$ cat src/rtl/pdu_run_ctrl_if.sv
// rtl/pdu_run_ctrl_if.sv - run-controller <-> pipeline control unit link
interface pdu_run_ctrl_if;
  logic        pdu_run;
  logic [31:0] pdu_breakpoint;
  logic        cpu_stop;
  logic [31:0] id_pc;

  modport master (
    output pdu_run,
    output pdu_breakpoint,
    input  cpu_stop,
    input  id_pc
  );

  modport slave (
    input  pdu_run,
    input  pdu_breakpoint,
    output cpu_stop,
    output id_pc
  );
endinterface

$ cat src/rtl/pdu_run_ctrl.sv
// rtl/pdu_run_ctrl.sv - debug run controller: button debounce, breakpoint entry, launch FSM
// Optional halt counter output is enabled by defining PDU_HALT_CNT_EN.
module pdu_run_ctrl #(
  parameter int          DB_CYCLES  = 16,
  parameter int          LAUNCH_TMO = 64,
  parameter logic [31:0] BP_OFF     = 32'hFFFF_FFFF
) (
  input  logic                  clk,
  input  logic                  rstn,
  input  logic                  i_btn_run,
  input  logic                  i_btn_lo,
  input  logic                  i_btn_hi,
  input  logic                  i_btn_clr,
  input  logic [15:0]           i_sw,
  pdu_run_ctrl_if.master        pcu,
  output logic [31:0]           o_bp_reg,
  output logic                  o_bp_valid,
  output logic [1:0]            o_run_state,
  output logic                  o_launch_err
`ifdef PDU_HALT_CNT_EN
  ,output logic [15:0]          o_halt_cnt
`endif
);

  localparam int CW = $clog2(DB_CYCLES + 1);
  localparam int TW = $clog2(LAUNCH_TMO + 1);
  localparam int B_RUN = 0;
  localparam int B_LO  = 1;
  localparam int B_HI  = 2;
  localparam int B_CLR = 3;

  typedef enum logic [1:0] {
    S_STOP    = 2'd0,
    S_LAUNCH  = 2'd1,
    S_CONFIRM = 2'd2,
    S_RUN     = 2'd3
  } state_t;

  logic [3:0]    w_btn_raw;
  logic [3:0]    r_sync1;
  logic [3:0]    r_sync2;
  logic [3:0]    r_lvl;
  logic [3:0]    r_lvl_d;
  logic [CW-1:0] r_db_cnt [4];
  logic [3:0]    w_evt;

  state_t        r_state;
  logic          r_pdu_run;
  logic [31:0]   r_pdu_bp;
  logic [31:0]   r_bp;
  logic          r_bp_valid;
  logic [31:0]   r_halt_pc;
  logic [TW-1:0] r_tmo;
  logic          r_launch_err;
  logic          r_stop_d;
  logic          r_mask;
  logic          w_mask_nxt;
  logic          w_tmo_done;
  logic          w_stop_rise;
  logic [15:0]   r_halt_cnt;

  assign w_btn_raw   = {i_btn_clr, i_btn_hi, i_btn_lo, i_btn_run};
  assign w_evt       = r_lvl & ~r_lvl_d;
  assign w_tmo_done  = (r_tmo == TW'(LAUNCH_TMO - 1));
  assign w_stop_rise = pcu.cpu_stop & ~r_stop_d;

  // Accepted level flips only after DB_CYCLES consecutive differing samples.
  always_ff @(posedge clk or negedge rstn) begin
    if (!rstn) begin
      r_sync1 <= '0;
      r_sync2 <= '0;
      r_lvl   <= '0;
      r_lvl_d <= '0;
      for (int i = 0; i < 4; i++) r_db_cnt[i] <= '0;
    end else begin
      r_sync1 <= w_btn_raw;
      r_sync2 <= r_sync1;
      r_lvl_d <= r_lvl;
      for (int i = 0; i < 4; i++) begin
        if (r_sync2[i] == r_lvl[i]) begin
          r_db_cnt[i] <= '0;
        end else if (r_db_cnt[i] == CW'(DB_CYCLES - 1)) begin
          r_lvl[i]    <= r_sync2[i];
          r_db_cnt[i] <= '0;
        end else begin
          r_db_cnt[i] <= r_db_cnt[i] + CW'(1);
        end
      end
    end
  end

  // Next mask value feeds pdu_breakpoint directly so the unmask is seen one clk after id_pc moves.
  always_comb begin
    w_mask_nxt = r_mask;
    case (r_state)
      S_STOP: begin
        if (!pcu.cpu_stop)    w_mask_nxt = 1'b0;
        else if (w_evt[B_RUN]) w_mask_nxt = 1'b1;
      end
      S_CONFIRM: begin
        if (pcu.cpu_stop && w_tmo_done) w_mask_nxt = 1'b0;
      end
      S_RUN: begin
        if (w_stop_rise || (pcu.id_pc != r_halt_pc)) w_mask_nxt = 1'b0;
      end
      default: ;
    endcase
  end

  always_ff @(posedge clk or negedge rstn) begin
    if (!rstn) begin
      r_state      <= S_STOP;
      r_pdu_run    <= 1'b0;
      r_pdu_bp     <= BP_OFF;
      r_bp         <= '0;
      r_bp_valid   <= 1'b0;
      r_halt_pc    <= '0;
      r_tmo        <= '0;
      r_launch_err <= 1'b0;
      r_stop_d     <= 1'b0;
      r_mask       <= 1'b0;
      r_halt_cnt   <= '0;
    end else begin
      r_stop_d  <= pcu.cpu_stop;
      r_mask    <= w_mask_nxt;
      r_pdu_run <= 1'b0;
      r_pdu_bp  <= (r_bp_valid && !w_mask_nxt) ? r_bp : BP_OFF;
      case (r_state)
        S_STOP: begin
          if (!pcu.cpu_stop) begin
            r_state <= S_RUN;
          end else if (w_evt[B_RUN]) begin
            r_halt_pc <= pcu.id_pc;
            r_state   <= S_LAUNCH;
            r_pdu_run <= 1'b1;
          end
          // Breakpoint edits are only honoured while halted; priority clr > hi > lo.
          if (w_evt[B_CLR]) begin
            r_bp       <= '0;
            r_bp_valid <= 1'b0;
            r_halt_cnt <= '0;
          end else if (w_evt[B_HI]) begin
            r_bp[31:16] <= i_sw;
            r_bp_valid  <= 1'b1;
          end else if (w_evt[B_LO]) begin
            r_bp[15:0] <= i_sw;
            r_bp_valid <= 1'b1;
          end
        end
        S_LAUNCH: begin
          r_state <= S_CONFIRM;
          r_tmo   <= '0;
        end
        S_CONFIRM: begin
          if (!pcu.cpu_stop) begin
            r_state      <= S_RUN;
            r_launch_err <= 1'b0;
          end else if (w_tmo_done) begin
            r_state      <= S_STOP;
            r_launch_err <= 1'b1;
          end else begin
            r_tmo <= r_tmo + TW'(1);
          end
        end
        S_RUN: begin
          if (w_stop_rise) begin
            r_state <= S_STOP;
            if (r_halt_cnt != 16'hFFFF) r_halt_cnt <= r_halt_cnt + 16'd1;
          end
        end
        default: r_state <= S_STOP;
      endcase
    end
  end

  assign pcu.pdu_run        = r_pdu_run;
  assign pcu.pdu_breakpoint = r_pdu_bp;
  assign o_bp_reg           = r_bp;
  assign o_bp_valid         = r_bp_valid;
  assign o_run_state        = r_state;
  assign o_launch_err       = r_launch_err;

`ifdef PDU_HALT_CNT_EN
  assign o_halt_cnt = r_halt_cnt;
`else
  logic w_halt_cnt_unused;
  assign w_halt_cnt_unused = ^r_halt_cnt;
`endif

endmodule

$ cat src/flat_wrapper.sv
// flat-port wrapper written by rule: the top's interface ports become plain ports
module pdu_run_ctrl_flat 
#(
  parameter int          DB_CYCLES  = 16,
  parameter int          LAUNCH_TMO = 64,
  parameter logic [31:0] BP_OFF     = 32'hFFFF_FFFF
)
  (clk, rstn, i_btn_run, i_btn_lo, i_btn_hi, i_btn_clr, i_sw, o_bp_reg, o_bp_valid, o_run_state, o_launch_err, pcu_pdu_run, pcu_pdu_breakpoint, pcu_cpu_stop, pcu_id_pc);
  pdu_run_ctrl_if pcu_i ();
  input  logic clk;
  input  logic rstn;
  input  logic i_btn_run;
  input  logic i_btn_lo;
  input  logic i_btn_hi;
  input  logic i_btn_clr;
  input  logic [15:0] i_sw;
  output logic [31:0] o_bp_reg;
  output logic o_bp_valid;
  output logic [1:0] o_run_state;
  output logic o_launch_err;
  output wire logic [$bits(pcu_i.pdu_run)-1:0] pcu_pdu_run;
  output wire logic [$bits(pcu_i.pdu_breakpoint)-1:0] pcu_pdu_breakpoint;
  input wire logic [$bits(pcu_i.cpu_stop)-1:0] pcu_cpu_stop;
  input wire logic [$bits(pcu_i.id_pc)-1:0] pcu_id_pc;
  assign pcu_pdu_run = pcu_i.pdu_run;
  assign pcu_pdu_breakpoint = pcu_i.pdu_breakpoint;
  assign pcu_i.cpu_stop = pcu_cpu_stop;
  assign pcu_i.id_pc = pcu_id_pc;
  pdu_run_ctrl #(.DB_CYCLES(DB_CYCLES), .LAUNCH_TMO(LAUNCH_TMO), .BP_OFF(BP_OFF)) u_core (.clk(clk), .rstn(rstn), .i_btn_run(i_btn_run), .i_btn_lo(i_btn_lo), .i_btn_hi(i_btn_hi), .i_btn_clr(i_btn_clr), .i_sw(i_sw), .pcu(pcu_i), .o_bp_reg(o_bp_reg), .o_bp_valid(o_bp_valid), .o_run_state(o_run_state), .o_launch_err(o_launch_err));
endmodule
$ cat config.mk
export PLATFORM = sky130hd
export DESIGN_NAME = pdu_run_ctrl_flat
export DESIGN_NICKNAME = d
export VERILOG_FILES = /design/src/rtl/pdu_run_ctrl_if.sv /design/src/rtl/pdu_run_ctrl.sv /design/src/flat_wrapper.sv
export SDC_FILE = /design/constraint.sdc
export NUM_CORES = 1
export LEC_CHECK = 0
export CORE_MARGIN = 2
export CORE_UTILIZATION = 39
export CTS_BUF_LIST = sky130_fd_sc_hd__clkbuf_16
export DETAILED_ROUTE_END_ITERATION = 8
export GPL_TIMING_DRIVEN = 0
export PLACE_DENSITY = 0.71
export SLEW_MARGIN = 20
export SYNTH_ARGS = -nofsm -noshare
export SYNTH_HDL_FRONTEND = slang
export SYNTH_SLANG_ARGS = --single-unit
$ cat constraint.sdc
create_clock -name clk -period 5.2 [get_ports clk]
set_input_delay 0.78 -clock clk [delete_from_list [all_inputs] [get_ports clk]]
set_output_delay 0.78 -clock clk [all_outputs]
set_load 0.01 [all_outputs]
==> out/results.txt, run 1 <==
status: finished, final reports clean
Peak Freq: 360 MHz
Post-Place Setup Slack: 1.99 ns
GR peak layer: met2
post-route cell area: 7910 µm²
worst path cell trace: clkdlybuf4s50_1 > inv_2 > o2111ai_1 > or4_4 > o41ai_4 > buf_6 > or2_1
Final period util: 53.4%
CTS Hold Buffers Added: 0
Yosys cell types: 43
chip height: 126 µm
GR Overflow Total: 0
Crit path largest cell delay: 0.58 ns
GR Util met3: 3.95%
fin worst setup slack: 2.42 ns
detailed placement HPWL: 9510 µm
Critical-path top delay cell: or4_4
Post-synth EDFFs: 0
Cell Count, Final, Fillers Out: 878
Slew headroom: 49.6%
Worst-Skew Late Latency: 0.42 ns
# IOs: 124
GP Congestion: 0.833
Setup Skew: 0.00585 ns
wire per inst: 14.9 µm
H-tree depth: 4
asr flop ratio synth: 100%
synth-to-layout area growth: 35.9%
Avg Cell Area, Syn: 10.8 µm²
dpl cell area: 7310 µm²
Pwr Total: 2.59 mW
PD cells: 327 nW/µm²
WS Path Type: input pin to register
leak pwr: 3.76 nW
crit path buf inv count: 3
sequential area share after synthesis: 63.5%
Setup Buffers After CTS: 0
RSZ-0062 raised after global routing: false
Cell Rows: 44
Initial Util: 40.0%
Total GRT Usage: 17.5%
number of global-route vias before repair: 4,322
CTS tree: built
worst min-delay path class: input pin to asynchronous set/reset pin
worst hold margin: 0.295 ns
Top FF cell, synth: dfrtp_1
CP max FO: 10
cts repair resizes: 0
drt first pass iters: 4
Iteration-0 DRC Markers: 310
Critical Path Sink Type: register
worst path arrival time: 3.14 ns
Routed WL: 13,100 µm
Synth warnings: 0
Placeable Area: 14,500 µm²
Mapped Cells: 538
via/cell ratio: 4.76
# placed instances: 846
CP delay by family, top: buffers and inverters
CTS sink count: 146
first-pass GRT wire length: 21,900 µm
met1 Track Usage GR: 22.0%
routed vias: 4,180
ant diodes: 0
Antenna Violating Nets Remaining: 0
Mapped Nets: 598
clock root buffer: clkbuf_16
Reg clk slew, reported paths: 0.05 ns
Num CTS Buffers: 17
Setup violations, final: 0
die width: 126 µm
share of cells above drive strength 1: 11.1%
die area: 15,900 µm²
MaxCap Viol Count: 0
Final min period: 2.78 ns
Final nets: 741
flops & latches, synth: 146
filler instances: 1,227
largest net degree at the start of global routing: 82
CTS Buffer Depth: 2
PortBufs: 123
slew at the pin with the worst max-slew slack: 0.752 ns
DRC: 0
initial antenna violation count: 0
Post-Syn Area: 5820 µm²
CP required: 5.56 ns
startpoint type of the worst setup path: input pin
VDD IR max: 0.261 mV
global routing usage on met2: 28.5%
max-slew violation count: 0
final hold violation count: 0
worst reg2reg max path, cell delays in order, from the launching register on:
cell and delay (ns):
dfrtp_1 0.39, xnor2_1 0.18, o2111ai_1 0.14, or4_4 0.58, o41ai_4 0.58, buf_6 0.21
or2_1 0.12
layout make-up:
class	count	area, µm²	area share, %
plain buffers	18	97.6	1.23
well taps	184	230	2.91
clock buffers	17	425	5.38
clock inverters	15	173	2.18
multi-input cells	366	2000	25.3
repair buffers	124	1260	16.0
flip-flops and latches	146	3690	46.7
inverters	8	30.0	0.380
synthesized netlist by cell type (7+ instances only):
library cell  count  area (µm²)
xor2_1           34         298
nor2_1           22        82.6
nand3_1          11        55.1
dfrtp_1         114        2850
inv_1             7        26.3
or2_1            30         188
nand2_1         155         582
and3_1            7        43.8
dfstp_2          32         841
o21ai_0          39         195
xnor2_1          13         114
clkbuf_1         11        41.3
logic make-up after synthesis:
group | synth area share (%)
AOI/OAI and AO/OA | 5.33
and+or+nand+nor | 19.8
DFF | 63.5
adders and majority gates | 1.07
xor gates and xnor gates | 7.07
muxes | 1.12
buffers and inverters | 2.19
metrics by stage:
step	TNS, ns	utilization (%)
finish	0	54.4
global route	0	54.4
CTS	0	54.4
detailed placement	0	50.3
global placement	-257.21	50.1
floorplan	0	-
path summary, 6_finish.rpt:
kind / startpoint / end / slack [ns] / depth (start not counted)
worst min register to register: u_core.r_sync1[2] / u_core.r_sync2[2] / 0.35 / 0
min in group clk: u_core.r_sync1[2] / u_core.r_sync2[2] / 0.35 / 0
worst max register to register: u_core.r_halt_pc[15] / u_core.pcu.pdu_breakpoint[28] / 2.95 / 6
worst min-delay path: rstn / u_core.r_sync2[0] / 0.29 / 1
max in group asynchronous: rstn / u_core.pcu.pdu_breakpoint[27] / 4.12 / 2
worst max-delay path: pcu_cpu_stop / u_core.pcu.pdu_breakpoint[28] / 2.42 / 7
power breakdown:
group | internal [mW] | switching, mW
Sequential | 1.16 | 0.0259
Combinational | 0.0817 | 0.0815
Clock | 0.789 | 0.448
metal layers:
layer / share of wire, % / vias to the layer above
met4: 3.2 / 0
met5: 0 / -
met1: 43 / 2029
met2: 50 / 96
met3: 4.3 / 30
li1: - / 2025
placed cells by master, fill, tap and decap left out, drive strengths merged, types with 9 or more instances in the layout:
cell type / n
inv: 9
dfrtp: 114
clkinv: 9
dfstp: 32
nand2: 155
clkbuf: 28
o21ai: 40
xnor2: 13
clkdlybuf4s50: 122
or2: 32
buf: 9
nand3: 11
nor2: 22
xor2: 34
Note: power is estimated with default switching activity, not from simulation.
==> inputs of run 2 (changes only) <==
PLACE_DENSITY = 0.73   (was 0.71)
clock period = 2.4 ns   (was 5.2 ns; I/O delays follow)
==> run 2 against run 1 <==
Net effect:
- setup slack worse by 2.3 ns
- non-clock buffer count increased by 1
- sequential cell count did not move
- count of clock-buffer cells in the layout unchanged
- critical endpoint is now u_core.pcu.pdu_breakpoint[11]
- largest power group is now sequential cells
- design area shrank 0.93%
- routed wire length is 2.5% higher
- clock power increased by 87%
- sequential share of layout area rose by 0.44 points
- clock skew is 0.0013 ns higher
- power rose by 100%
- register-to-register slack got worse by 2.7 ns
==> out/results.txt, run 2 (synthesis results as in run 1) <==
status: finished, final reports clean
Critical Path Sink Type: register
Setup Skew: 0.00710 ns (+0.00125 ns)
Reg clk slew, reported paths: 0.05 ns (about the same)
Final nets: 742 (+0.13%)
synth-to-layout area growth: 34.7%
slew at the pin with the worst max-slew slack: 0.828 ns (+0.0763 ns)
most frequent cells in the layout: nand2_1 (155), clkdlybuf4s50_1 (122), dfrtp_1 (114), o21ai_0 (39), xor2_1 (34)
clock root buffer: clkbuf_16
largest net degree at the start of global routing: 94 (+15%)
die width: 126 µm (unchanged)
DRC: 0 (unchanged)
Slew headroom: 44.5% (-5.1 points)
wire per inst: 15.3 µm (+2.4%)
worst path arrival time: 2.58 ns (-0.56 ns)
worst hold margin: 0.346 ns (+0.0514 ns)
initial antenna violation count: 0 (unchanged)
worst min-delay path class: register to register
PortBufs: 123 (unchanged)
number of global-route vias before repair: 4,524 (+4.7%)
startpoint type of the worst setup path: input pin
R2R Path Start: u_core.r_halt_pc[15]
global routing usage on met2: 29.3% (+0.82 points)
Worst-Skew Late Latency: 0.41 ns (about the same)
H-tree depth: 4 (unchanged)
Cell Rows: 44 (unchanged)
Reg2Reg Capture Point: u_core.pcu.pdu_breakpoint[11]
CTS tree: built
path depth of the worst reg2reg path: 6 (unchanged)
die area: 15,900 µm² (unchanged)
routed vias: 4,296 (+2.8%)
first-pass GRT wire length: 22,200 µm (+1.7%)
Peak Freq: 448 MHz
final hold violation count: 0 (unchanged)
Routed WL: 13,400 µm (+2.5%)
Antenna Violating Nets Remaining: 0 (unchanged)
MaxCap Viol Count: 0 (unchanged)
Final min period: 2.23 ns
CP required: 2.75 ns (-2.81 ns)
PD cells: 671 nW/µm² (+100%)
share of cells above drive strength 1: 10.4% (-0.74 points)
Iteration-0 DRC Markers: 364 (+17%)
# IOs: 124 (unchanged)
via/cell ratio: 4.89 (+2.7%)
VDD IR max: 0.502 mV (+93%)
Num CTS Buffers: 17 (unchanged)
Final period util: 93.0%
Initial Util: 40.0% (unchanged)
CTS Buffer Depth: 2 (unchanged)
GR peak layer: met2
CTS sink count: 146 (unchanged)
GR Overflow Total: 0 (unchanged)
Cell Count, Final, Fillers Out: 879 (+0.11%)
max-slew violation count: 0 (unchanged)
ant diodes: 0 (unchanged)
critical path launch point: pcu_cpu_stop
Setup violations, final: 0 (unchanged)
worst reg2reg setup slack: 0.25 ns (-2.70 ns)
commonest non-fill, non-tap cell in the layout: nand2_1
# placed instances: 846 (unchanged)
met1 Track Usage GR: 21.3% (-0.78 points)
GP Congestion: 0.881 (+5.7%)
RSZ-0062 raised after global routing: false
final core occ: 53.9% (-0.51 points)
Total GRT Usage: 17.7% (+0.18 points)
cts repair resizes: 0 (unchanged)
WS Path Type: input pin to register
detailed placement HPWL: 9770 µm (+2.7%)
leak pwr: 3.74 nW (-0.42%)
GR Util met3: 4.42% (+0.47 points)
chip height: 126 µm (unchanged)
drt first pass iters: 4 (unchanged)
CP max FO: 10 (unchanged)
Worst Setup EP: u_core.pcu.pdu_breakpoint[11]
Placeable Area: 14,500 µm² (unchanged)
[run 2: cell count changes in the layout (fill, tap and decap cells not counted)]
cell | previous run | this run
inv_1 | 8 | 13
bufinv_16 | 4 | 1
clkinv_2 | 6 | 5
clkinvlp_4 | 1 | 0
dlygate4sd3_1 | 0 | 1
[run 2: through the flow]
| stage | instance area [µm²] | power, mW | setup WS [ns] | setup TNS, ns |
|---|---|---|---|---|
| 2_1_floorplan | 5820 | 2.75 | 0.428 | 0 |
| 3_3_place_gp | 7280 | 2.95 | -4.55 | -618.75 |
| 3_5_place_dp | 7310 | 2.98 | -0.408 | -12.42 |
| 4_1_cts | 7840 | 5.30 | 0.0107 | 0 |
| 5_1_grt | 7840 | 5.46 | 0.0508 | 0 |
| 6_report | 7840 | 5.26 | 0.169 | 0 |
[run 2: layer usage]
metal / wire length (µm) / up-vias
li1: - / 2023
met1: 5580 / 2117
met2: 6650 / 117
met3: 624 / 39
met4: 561 / 0
met5: 0 / -
[run 2: repair_timing]
item,in CTS,in global routing
buffers inserted,0,0
hold endpoints to repair,43,0
hold buffers,1,0
endpoints found under the setup margin,0,30
[run 2: layout make-up]
| class | instances | area [µm²] |
|---|---|---|
| fill | 1261 | 6700 |
| clock inverter | 15 | 88.8 |
| sequential | 146 | 3690 |
| inverter | 8 | 30.0 |
| clock buffer | 17 | 425 |
| multi-input combinational | 366 | 2000 |
| tap | 184 | 230 |
| timing repair buffer | 125 | 1270 |
| buffer | 18 | 97.6 |
[run 2: worst min-delay path by stage]
stage | startpoint | to | slack [ns] | depth (start not counted)
floorplan | rstn | u_core.o_bp_reg[0] | 0.06 | 0
global route | u_core.r_sync1[0] | u_core.r_sync2[0] | 0.37 | 0
detailed placement | rstn | u_core.r_sync2[0] | 0.30 | 1
global placement | u_core.r_sync1[0] | u_core.r_sync2[0] | 0.33 | 0
finish | u_core.r_sync1[3] | u_core.r_sync2[3] | 0.35 | 0
CTS | u_core.r_sync1[3] | u_core.r_sync2[3] | 0.35 | 0
[run 2: report_power, final]
group / internal, mW / switching (mW)
logic: 0.177 / 0.180
registers: 2.52 / 0.0552
clock network: 1.38 / 0.945
total: 4.08 / 1.18
[run 2: worst max-delay path, cell delays in order]
cell and delay [ns]:
clkdlybuf4s50_1 0.56, inv_2 0.15, o2111ai_1 0.14, or4_4 0.58, o41ai_4 0.47, buf_6 0.21
or2_1 0.12
